`config.mk`:
```
export PLATFORM = sky130hd
export DESIGN_NAME = my_iterative_rightshifter
export DESIGN_NICKNAME = d
export VERILOG_FILES = /design/src/rtl/my_iterative_rightshifter_pkg.sv /design/src/rtl/my_iterative_rightshifter_stage.sv /design/src/rtl/my_iterative_rightshifter.sv
export SDC_FILE = /design/constraint.sdc
export NUM_CORES = 1
export LEC_CHECK = 0
export ABC_AREA = 1
export CORE_AREA = 2 2 112 71
export DETAILED_ROUTE_END_ITERATION = 8
export DIE_AREA = 0 0 114 73
export HOLD_SLACK_MARGIN = 0.08
export MAX_ROUTING_LAYER = met4
export PLACE_DENSITY = 0.87
export SLEW_MARGIN = 5
export SYNTH_ARGS = -nofsm -noshare
export SYNTH_HDL_FRONTEND = slang
export SYNTH_SLANG_ARGS = --single-unit
```
`constraint.sdc`:
```
create_clock -name clock -period 2.6 [get_ports clock]
set_input_delay 0.52 -clock clock [delete_from_list [all_inputs] [get_ports clock]]
set_output_delay 0.52 -clock clock [all_outputs]
set_load 0.02 [all_outputs]
```
`src/rtl/my_iterative_rightshifter_pkg.sv`:
```
// Shared widths, FSM encoding and stage-counter constants for the iterative right shifter.
package my_iterative_rightshifter_pkg;

  localparam int DEF_DATA_WIDTH  = 32;
  localparam int DEF_SHAMT_WIDTH = 5;

  localparam int STAGE_WIDTH = 3;
  localparam logic [STAGE_WIDTH-1:0] STAGE_LAST = 3'd4;

  typedef enum logic [1:0] {
    IDLE  = 2'd0,
    SHIFT = 2'd1,
    DONE  = 2'd2
  } state_t;

endpackage

```
`src/rtl/my_iterative_rightshifter_stage.sv`:
```
// One binary right-shift stage: shifts by 2^stage_sel with a caller-chosen fill bit.
module my_rightshift_stage
  import my_iterative_rightshifter_pkg::*;
#(
  parameter int DATA_WIDTH  = DEF_DATA_WIDTH,
  parameter int SHAMT_WIDTH = DEF_SHAMT_WIDTH
) (
  input  logic [DATA_WIDTH-1:0]  data_in,
  input  logic [STAGE_WIDTH-1:0] stage_sel,
  input  logic                   enable,
  input  logic                   fill_bit,
  output logic [DATA_WIDTH-1:0]  data_out
);

  logic [DATA_WIDTH-1:0] shifted [SHAMT_WIDTH];

  genvar gi;
  generate
    for (gi = 0; gi < SHAMT_WIDTH; gi++) begin : g_dist
      localparam int DIST = 1 << gi;
      assign shifted[gi] = {{DIST{fill_bit}}, data_in[DATA_WIDTH-1:DIST]};
    end
  endgenerate

  // Unmatched selects fall through to pass-through, so no X can leak out.
  always_comb begin
    data_out = data_in;
    for (int i = 0; i < SHAMT_WIDTH; i++) begin
      if (enable && (stage_sel == STAGE_WIDTH'(i))) begin
        data_out = shifted[i];
      end
    end
  end

endmodule

```
`src/rtl/my_iterative_rightshifter.sv`:
```
// Multicycle right shifter: one binary stage per cycle, fixed latency, start/ready handshake.
module my_iterative_rightshifter
  import my_iterative_rightshifter_pkg::*;
#(
  parameter int DATA_WIDTH  = DEF_DATA_WIDTH,
  parameter int SHAMT_WIDTH = DEF_SHAMT_WIDTH
) (
  input  logic                   clock,
  input  logic                   reset_n,
  input  logic                   ctrl_start,
  input  logic [DATA_WIDTH-1:0]  data_operandA,
  input  logic [SHAMT_WIDTH-1:0] ctrl_shiftamt,
  input  logic                   ctrl_arith,
  output logic [DATA_WIDTH-1:0]  data_result,
  output logic                   data_resultRDY,
  output logic                   busy
);

  state_t                 state_reg, state_next;
  logic [DATA_WIDTH-1:0]  acc_reg, acc_next;
  logic [SHAMT_WIDTH-1:0] amt_reg, amt_next;
  logic                   arith_reg, arith_next;
  logic [STAGE_WIDTH-1:0] stage_reg, stage_next;
  logic                   rdy_reg, rdy_next;

  logic [DATA_WIDTH-1:0]  stage_out;
  logic                   fill_bit;

  // The sign bit never changes under arithmetic fill, so the live MSB is a safe fill source.
  assign fill_bit = arith_reg & acc_reg[DATA_WIDTH-1];

  my_rightshift_stage #(
    .DATA_WIDTH (DATA_WIDTH),
    .SHAMT_WIDTH(SHAMT_WIDTH)
  ) u_stage (
    .data_in  (acc_reg),
    .stage_sel(stage_reg),
    .enable   (amt_reg[stage_reg]),
    .fill_bit (fill_bit),
    .data_out (stage_out)
  );

  always_ff @(posedge clock or negedge reset_n) begin
    if (!reset_n) begin
      state_reg <= IDLE;
      acc_reg   <= '0;
      amt_reg   <= '0;
      arith_reg <= 1'b0;
      stage_reg <= '0;
      rdy_reg   <= 1'b0;
    end else begin
      state_reg <= state_next;
      acc_reg   <= acc_next;
      amt_reg   <= amt_next;
      arith_reg <= arith_next;
      stage_reg <= stage_next;
      rdy_reg   <= rdy_next;
    end
  end

  always_comb begin
    state_next = state_reg;
    acc_next   = acc_reg;
    amt_next   = amt_reg;
    arith_next = arith_reg;
    stage_next = stage_reg;
    rdy_next   = 1'b0;

    case (state_reg)
      IDLE, DONE: begin
        state_next = IDLE;
        if (ctrl_start) begin
          acc_next   = data_operandA;
          amt_next   = ctrl_shiftamt;
          arith_next = ctrl_arith;
          stage_next = '0;
          state_next = SHIFT;
        end
      end
      SHIFT: begin
        // Starts arriving here are deliberately ignored.
        acc_next   = stage_out;
        stage_next = stage_reg + 1'b1;
        if (stage_reg == STAGE_LAST) begin
          stage_next = '0;
          state_next = DONE;
          rdy_next   = 1'b1;
        end
      end
      default: begin
        state_next = IDLE;
      end
    endcase
  end

  assign data_result    = acc_reg;
  assign data_resultRDY = rdy_reg;
  assign busy           = (state_reg == SHIFT);

endmodule

```
# Word level (Yosys, flattened, before mapping)
# Cells that the tools add are included.
[word_totals]
out_inout_bits = 34
mem_bits_rw = 0
word_cells = 47
mem_bits_ro = 0
n_memories = 0
latch_bits = 0
register_bits = 44
[classes]
shift = 0
eq_ne = 9
multipliers = 0
addsub = 1
order_cmp = 1
n_div = 0
bitwise_logic = 1
reduce_logical = 12
mux = 17
[ops]
columns = ["op", "n"]
rows = [
  ["$mux 32", 6],
  ["$pmux 32 s2", 1],
  ["$eq 3x2->1 const B", 2],
  ["$mux 3", 2],
  ["$ne 6x1->1 const B", 1],
  ["$pmux 3 s2", 1],
  ["$logic_and 1x1->1", 5],
  ["$lt 3x4->1 const B", 1],
  ["$mux 1", 4],
  ["$pmux 2 s2", 1],
  ["$reduce_and 2->1", 2],
  ["$add 3x1->3 const B", 1],
  ["$bmux 1 s3", 1],
  ["$eq 3x1->1 const B", 1],
  ["$eq 3x3->1 const B", 1],
  ["$logic_not 3->1", 1],
  ["$reduce_and 3->1", 1],
  ["$eq 2x1->1 const B", 1],
  ["$eq 2x2->1 const B", 1],
  ["$logic_not 2->1", 1],
  ["$mux 2", 1],
  ["$ne 2x1->1 const B", 1],
  ["$ne 2x2->1 const B", 1],
  ["$reduce_bool 2->1", 1],
  ["2 further kinds", 2],
]

# Logic depth before layout (Yosys ltp)
# Gate-level depths: netlist of the first run.
[depth]
word_depth = 9
ltp_mapped = 15
depth_no_buf = 13

# Cells and area by module
# From an unflattened synthesis of the first run, not the netlist that was laid out.
[unflattened]
cells_unflattened = 700
area_unflattened_um2 = 4001.3
[modules_own_cells]
columns = ["mod", "seq_area_each_um2", "cells_each", "instances", "area_each_um2"]
rows = [
  ["my_iterative_rightshifter", 1101.1, 271, 1, 2153.3],
  ["my_rightshift_stage", 0.0, 429, 1, 1848.0],
]

# Worst setup path after synthesis of the first run
# Ideal clock, no wire load.
[synth_timing]
path_kind = "register to register"
startpoint = "register stage_reg[2]"
endpoint = "register acc_reg[27], in the netlist data_result[27]"
stages_incl_launch_ff = 13
period_less_slack_ns = 1.974
path_slack_ns = 0.626
arrival_ns = 1.857
n_path_buf = 3
required_ns = 2.483
cell_sequence = "dfrtp_1 -> inv_2 -> clkbuf_1 -> ha_1 -> buf_2 -> inv_1 -> clkbuf_1 -> nand4_1 -> nand3_1 -> nand2_1 -> nand2_1 -> nand2_1 -> nand2_1"
[synth_between]
elab_chain_cells = 8
elab_cells_between_ends = 19
cone_classes = "eq/ne (5); mux (7); reduce/logical (7)"
[synth_rtl]
columns = ["element", "line", "text"]
rows = [
  ["from (decl)", "my_iterative_rightshifter.sv:23", "logic [STAGE_WIDTH-1:0] stage_reg, stage_next;"],
  ["from (signal assigned)", "my_iterative_rightshifter.sv:56", "stage_reg <= stage_next;"],
  ["$bmux 1 s3", "my_iterative_rightshifter.sv:38", ".enable (amt_reg[stage_reg]),"],
  ["$mux 1 (not written as such)", "my_iterative_rightshifter.sv:38", ""],
  ["$logic_and 1x1->1", "my_iterative_rightshifter_stage.sv:29", "if (enable && (stage_sel == STAGE_WIDTH'(i))) begin"],
  ["$mux 32 (4 in series)", "my_iterative_rightshifter_stage.sv:29", ""],
  ["$pmux 32 s2", "my_iterative_rightshifter.sv:69", "case (state_reg)"],
  ["to (signal assigned)", "my_iterative_rightshifter.sv:53", "acc_reg <= acc_next;"],
  ["to (decl)", "my_iterative_rightshifter.sv:20", "logic [DATA_WIDTH-1:0] acc_reg, acc_next;"],
]
# Parallel ways exist; a longest one is shown, timed or not. The select of a mux whose other input is x is not followed.
# A chain may end at the register's enable or synchronous reset.

# Final worst setup path of the first run
[layout_timing]
startpoint = "register stage_reg[0]"
endpoint = "register acc_reg[13], in the netlist data_result[13]"
# The elaborated chain is that of the path after synthesis.

==> results.cfg, run 1 <==
[die]
placementRows = 25
initial_core_util_pct = 50.6
die-area_um2 = 8320
io_pins = 75
die_h_um = 73
die_x_um = 114
core_area_um2 = 7440

[pwr]
peakVddDrop_uv = 710
power_density_nw_per_um2 = 1640
p_leak_nw = 2.45
power.total_mw = 7.71

[cells_and_area]
final_cells = 768
largest_register_ffs = 32
multiInputGateArea_um2 = 2230
syn_to_final_growth_pct = 24.5
drive_gt1_share_pct = 8.46
final_nets = 719
fillers = 705
seq_area_um2 = 1100
antenna_cells = 0

[placement]
dp.cells = 760
hpwlAfterDp_um = 8600
io_buffers = 74
globalplace.congestion = 0.995

[critical_path]
critical_path_required_ns = 2.82
r2r_slack_ns = 0.26
rr_startpoint = stage_reg[0]$_DFFE_PN0P_
cp_slowest_cell = dfrtp_1
end_kind = flop
critPathLaunchType = flop
r2r_end = data_result[13]$_DFFE_PN0P_
crit_fanout = 32
path_class = reg2reg
cp_common_cell = nand2_1
critical_path.max_stage_delay_ns = 0.46
rr_worst_depth = 13
crit_arrival_ns = 2.56
worstPathCellList = inv_2, nand2_1, nand3_2, nand2_2, buf_4, nand3_1, nand2_1, nor2_1, nand2_1, nand2_2, inv_2, nor2_1, a21oi_1

[sta]
final-setup-viol-count = 0
rsz0062_at_grt = no
report.final.hold_viol_count = 0
max_freq_mhz = 427
tightestPinTransition_ns = 0.920
final.setup_skew_ns = 0.00499
setup_tns_ns = 0
post-route-min-period_ns = 2.34
fin_crit_sh_pct = 90.1
maxSlewViolCount = 0
timing.slew.headroom_pct = 38.7

[clocking]
cts_resized = 0
ctsHtreeMaxLevel = 2
ctsRootBufferMaster = clkbuf_16
postCtsSetupBuffers = 0
cts_tree = built
clkLatencyLatePin_ns = 0.29
cts_sinks = 44
cts.clk_slew.worst_paths_ns = 0.06
cts_buffers = 5
ctsHoldBuffers = 0
clockBufferDepth = 2

[synthesis]
ys_types = 24
ys_seq_elements = 44
synth_top_area_share_pct = 29.2
synth_top_flop_cell = dfrtp_1
ys_seq_area_share_pct = 29.2
yosys_warnings = 0
syn_area_um2 = 3770
yosysMostFrequentCell = nand2_1
syn_avg_cell_area_um2 = 6.10
yosys-top-cells-area = dfrtp_1, nand2_1, nor2_1
syn_inst = 618
synth_common_cells = nand2_1, nor2_1, nand3_1, nand4_1, inv_1
async_flop_share_pct = 100
synth_top_area_cell = dfrtp_1
syn-num-nets = 664
synth_edf_count = 0

[detailed_routing]
vias = 4538
vias_per_cell = 5.91
wl_per_cell_um = 16.2
routed_wl_um = 12500
drc_errors = 0
ant_nets = 0
drt-pass1-iter-count = 6
dr.first_iter.drc_count = 689

[grt]
grt_pass1_vias = 4271
overflow = 0
grt_antenna_before_repair = 0
grt_pass1_wl_um = 20200
grtUsageTotal_pct = 31.6
grt_max_degree = 46

[flow_run]
maxCapViolCount = 0

[outcome]
status = finished, final reports clean

[hold_path]
hold_path.class = in2async
worst max-delay path by stage:
stage	startpoint	to	slack (ns)	cells past startpoint
after floorplan	stage_reg[2]$_DFFE_PN0P_	data_result[27]$_DFFE_PN0P_	0.63	12
after global placement	stage_reg[0]$_DFFE_PN0P_	data_result[0]$_DFFE_PN0P_	0.42	7
after detailed placement	stage_reg[0]$_DFFE_PN0P_	data_result[3]$_DFFE_PN0P_	0.31	13
after CTS	stage_reg[0]$_DFFE_PN0P_	data_result[3]$_DFFE_PN0P_	0.29	13
after global routing	stage_reg[0]$_DFFE_PN0P_	data_result[26]$_DFFE_PN0P_	0.02	14
final	stage_reg[0]$_DFFE_PN0P_	data_result[13]$_DFFE_PN0P_	0.26	13
logic make-up after synthesis:
group	Yosys count	share of synthesized area [%]
AND/OR/NAND/NOR	424	49.7
multiplexers	2	0.597
buffers and inverters	96	11.7
flip-flops	44	29.2
adder cells (fa/ha/maj)	5	1.66
AO/OA/AOI/OAI	47	7.14
cell type report:
type / instances / area share, %
clock buffers: 6 / 2.75
clock inverters: 2 / 0.747
inverters: 52 / 4.16
multi-input cells: 478 / 47.5
flip-flops and latches: 44 / 23.5
well taps: 94 / 2.51
repair buffers: 92 / 18.8
layout by cell type (no fill, tap or decap):
cell type,n
buf_12,1
a21oi_2,1
o21ai_0,12
inv_1,49
nand2_1,190
nand3_2,2
o22ai_1,1
clkbuf_16,5
bufinv_16,1
o21bai_1,9
clkbuf_1,1
inv_2,3
nor2_2,16
nor2_1,90
nand2_2,6
buf_4,17
o31ai_1,1
o21ai_2,1
buf_2,1
clkdlybuf4s50_1,73
ha_1,5
nand3_1,66
mux2_2,2
nand4_1,54
clkinv_2,1
a21oi_1,22
dfrtp_1,44
layer usage:
layer | vias up | wire length (um) | GRT usage, %
met1 | 2014 | 4980 | 40.7
met4 | 0 | 374 | 11.8
met3 | 64 | 1690 | 8.06
met2 | 346 | 5430 | 48.3
met5 | - | 0 | -
li1 | 2114 | - | -
critical path, delay by kind of cell (launching register included):
family          cells  cell delay (ns)
compound gates      1             0.13
buf+inv             3             0.78
flops               1             0.46
simple gates        9             0.90
power breakdown:
part / total [mW] / internal, mW / switching (mW)
sequential: 1.61 / 1.05 / 0.559
clock: 0.728 / 0.452 / 0.276
combinational: 5.38 / 1.91 / 3.47
per-stage QoR:
stage          worst slack (ns)  instance area (um^2)  util, %  hold WS [ns]
6_report                  0.257                  4690     63.0         0.315
4_1_cts                   0.286                  4690     63.0         0.344
3_3_place_gp              0.423                  4530     60.8         0.500
2_1_floorplan             0.626                  3770        -         0.224
5_1_grt                  0.0197                  4690     63.0         0.368
3_5_place_dp              0.314                  4530     60.8         0.514
Power figures use the tool's default switching activity.
==> run 2, diff against run 1 <==
--- a/config.mk
+++ b/config.mk
@@ -11,7 +11,7 @@
 export DIE_AREA = 0 0 114 73
 export HOLD_SLACK_MARGIN = 0.08
 export MAX_ROUTING_LAYER = met4
-export PLACE_DENSITY = 0.87
+export PLACE_DENSITY = 0.85
 export SLEW_MARGIN = 5
 export SYNTH_ARGS = -nofsm -noshare
 export SYNTH_HDL_FRONTEND = slang
==> run 2 against run 1 <==
  * Power up 0.14%
  * Sequential power is 3% higher
  * Count of clock-buffer cells in the layout down 1
  * Critical endpoint is now data_result[17]$_DFFE_PN0P_
  * Cell count increased by 0.39%
  * Critical path type unchanged
  * Global-route usage rose by 0.79 points
  * Via count down 3.0%
  * Sequential share of layout area barely moved
  * Largest power group unchanged
  * Critical path depth is 2 higher
  * Clock skew up 0.0011 ns
==> results.cfg, run 2 (synthesis results as in run 1) <==
[grt]
grt_pass1_wl_um = 20600
grt_pass1_vias = 4061
overflow = 0
grt_max_degree = 38
grtUsageTotal_pct = 32.4
grt_antenna_before_repair = 0

[sta]
report.final.hold_viol_count = 0
final.setup_skew_ns = 0.00611
final-setup-viol-count = 0
tightestPinTransition_ns = 0.525
setup_tns_ns = 0
max_freq_mhz = 429
timing.slew.headroom_pct = 65.0
fin_crit_sh_pct = 89.7
rsz0062_at_grt = no
post-route-min-period_ns = 2.33
maxSlewViolCount = 0

[clocking]
cts_resized = 0
clockBufferDepth = 2
cts_tree = built
cts_sinks = 44
clkLatencyLatePin_ns = 0.30
cts.clk_slew.worst_paths_ns = 0.07
ctsHtreeMaxLevel = 2
ctsRootBufferMaster = clkbuf_16
cts_buffers = 5
ctsHoldBuffers = 0
postCtsSetupBuffers = 0

[pwr]
swShare_pct = 56.5
power_frac_seq_pct = 21.4
power.switching_mw = 4.37
p_leak_nw = 2.46
power_density_nw_per_um2 = 1640
power_frac_comb_pct = 69.8
power.total_mw = 7.72
clockPowerShare_pct = 8.8
peakVddDrop_uv = 740
internal_power_mw = 3.36

[detailed_routing]
drt-pass1-iter-count = 6
wl_per_cell_um = 16.3
routed_wl_um = 12600
vias = 4403
ant_nets = 0
vias_per_cell = 5.71
dr.first_iter.drc_count = 558
drc_errors = 0

[cells_and_area]
drive_gt1_share_pct = 9.01
largest_register_ffs = 32
stdcell_area_um2 = 4700
antenna_cells = 0
syn_to_final_growth_pct = 24.7
final_cell_mix = nand2_1, nor2_1, clkdlybuf4s50_1
final_nets = 722
final_common_cell = nand2_1

[die]
initial_core_util_pct = 50.6
die_h_um = 73
die-area_um2 = 8320
die_x_um = 114
io_pins = 75
core_area_um2 = 7440
placementRows = 25

[critical_path]
crit_arrival_ns = 2.52
path_class = reg2reg
rr_worst_depth = 15
r2r_slack_ns = 0.27
rr_startpoint = stage_reg[0]$_DFFE_PN0P_
worstPathCellList = inv_2, nand2_1, nand3_2, nand2_2, buf_4, nand3_1, buf_4, nand2_1, nand2_1, nand2_1, nand3_1, nand2_1, nand2_1, nand2_1, nand2_1
end_kind = flop
critical_path_required_ns = 2.79
critical_path.max_stage_delay_ns = 0.47
crit_fanout = 30
cp_common_cell = nand2_1
cp_slowest_cell = dfrtp_1
r2r_end = data_result[17]$_DFFE_PN0P_
critPathLaunchType = flop

[placement]
globalplace.congestion = 1.01
io_buffers = 74
dpl_cell_area_um2 = 4550
hpwlAfterDp_um = 8720

[outcome]
status = finished, final reports clean

[flow_run]
maxCapViolCount = 0

[hold_path]
hold_path.class = in2async
[run 2: cell types whose count changed in the layout (fill, tap and decap cells not counted), sizes merged]
cell,previous run,this run
bufinv,1,0
clkbuf,6,5
buf,19,22
clkinv,1,0
clkinvlp,0,1
inv,52,54
[run 2: how the worst max path moves through the flow]
stage	slack (ns)	endpoint	depth (start not counted)	from
floorplan	0.63	data_result[27]$_DFFE_PN0P_	12	stage_reg[2]$_DFFE_PN0P_
global placement	0.42	data_result[21]$_DFFE_PN0P_	11	stage_reg[0]$_DFFE_PN0P_
detailed placement	0.36	data_result[12]$_DFFE_PN0P_	12	stage_reg[0]$_DFFE_PN0P_
CTS	0.33	data_result[12]$_DFFE_PN0P_	12	stage_reg[0]$_DFFE_PN0P_
global route	0.01	data_result[17]$_DFFE_PN0P_	15	stage_reg[0]$_DFFE_PN0P_
finish	0.27	data_result[17]$_DFFE_PN0P_	15	stage_reg[0]$_DFFE_PN0P_
[run 2: layout make-up]
type                            instances  area, um^2
Clock buffer                            5         125
Clock inverter                          3        25.0
Fill cell                             708        2740
Inverter                               52         195
Multi-Input combinational cell        478        2230
Sequential cell                        44        1100
Tap cell                               94         118
Timing Repair Buffer                   95         906
[run 2: layer usage]
layer	routed length [um]	GRT usage [%]	share of wire, %
met5	0	-	0
met2	5310	47.7	42
met3	1570	8.14	12
met4	241	7.72	1.9
met1	5470	44.9	43
[run 2: power groups by stage]
| stage | registers [mW] | logic [mW] | clock network (mW) |
|---|---|---|---|
| floorplan | 1.70 | 3.63 | 0 |
| global placement | 1.60 | 5.18 | 0 |
| detailed placement | 1.62 | 5.31 | 0 |
| CTS | 1.61 | 5.33 | 0.680 |
| global route | 1.67 | 6.02 | 0.704 |
| finish | 1.66 | 5.39 | 0.677 |
[run 2: worst max-delay path, delay by kind of cell, from the launching register on]
kind	cells	cell delay [ns]
and+or+nand+nor	12	1.08
DFF	1	0.47
buffers and inverters	3	0.65
[run 2: stage by stage]
step           utilization (%)  hold WS, ns  cells  setup WS, ns
2_1_floorplan                -        0.224    618         0.626
3_3_place_gp              61.1        0.490    763         0.415
3_5_place_dp              61.1        0.496    763         0.361
4_1_cts                   63.1        0.184    771         0.327
5_1_grt                   63.1        0.207    771        0.0100
6_report                  63.1        0.167    771         0.268
==> run 3, diff against run 2 <==
--- a/config.mk
+++ b/config.mk
@@ -6,9 +6,11 @@
 export NUM_CORES = 1
 export LEC_CHECK = 0
 export ABC_AREA = 1
+export ABC_CLOCK_PERIOD_IN_PS = 2600
 export CORE_AREA = 2 2 112 71
 export DETAILED_ROUTE_END_ITERATION = 8
 export DIE_AREA = 0 0 114 73
+export GPL_TIMING_DRIVEN = 1
 export HOLD_SLACK_MARGIN = 0.08
 export MAX_ROUTING_LAYER = met4
 export PLACE_DENSITY = 0.85
==> results of run 3 <==
Same layout as run 2: the final DEF is identical, and so are final timing and power.
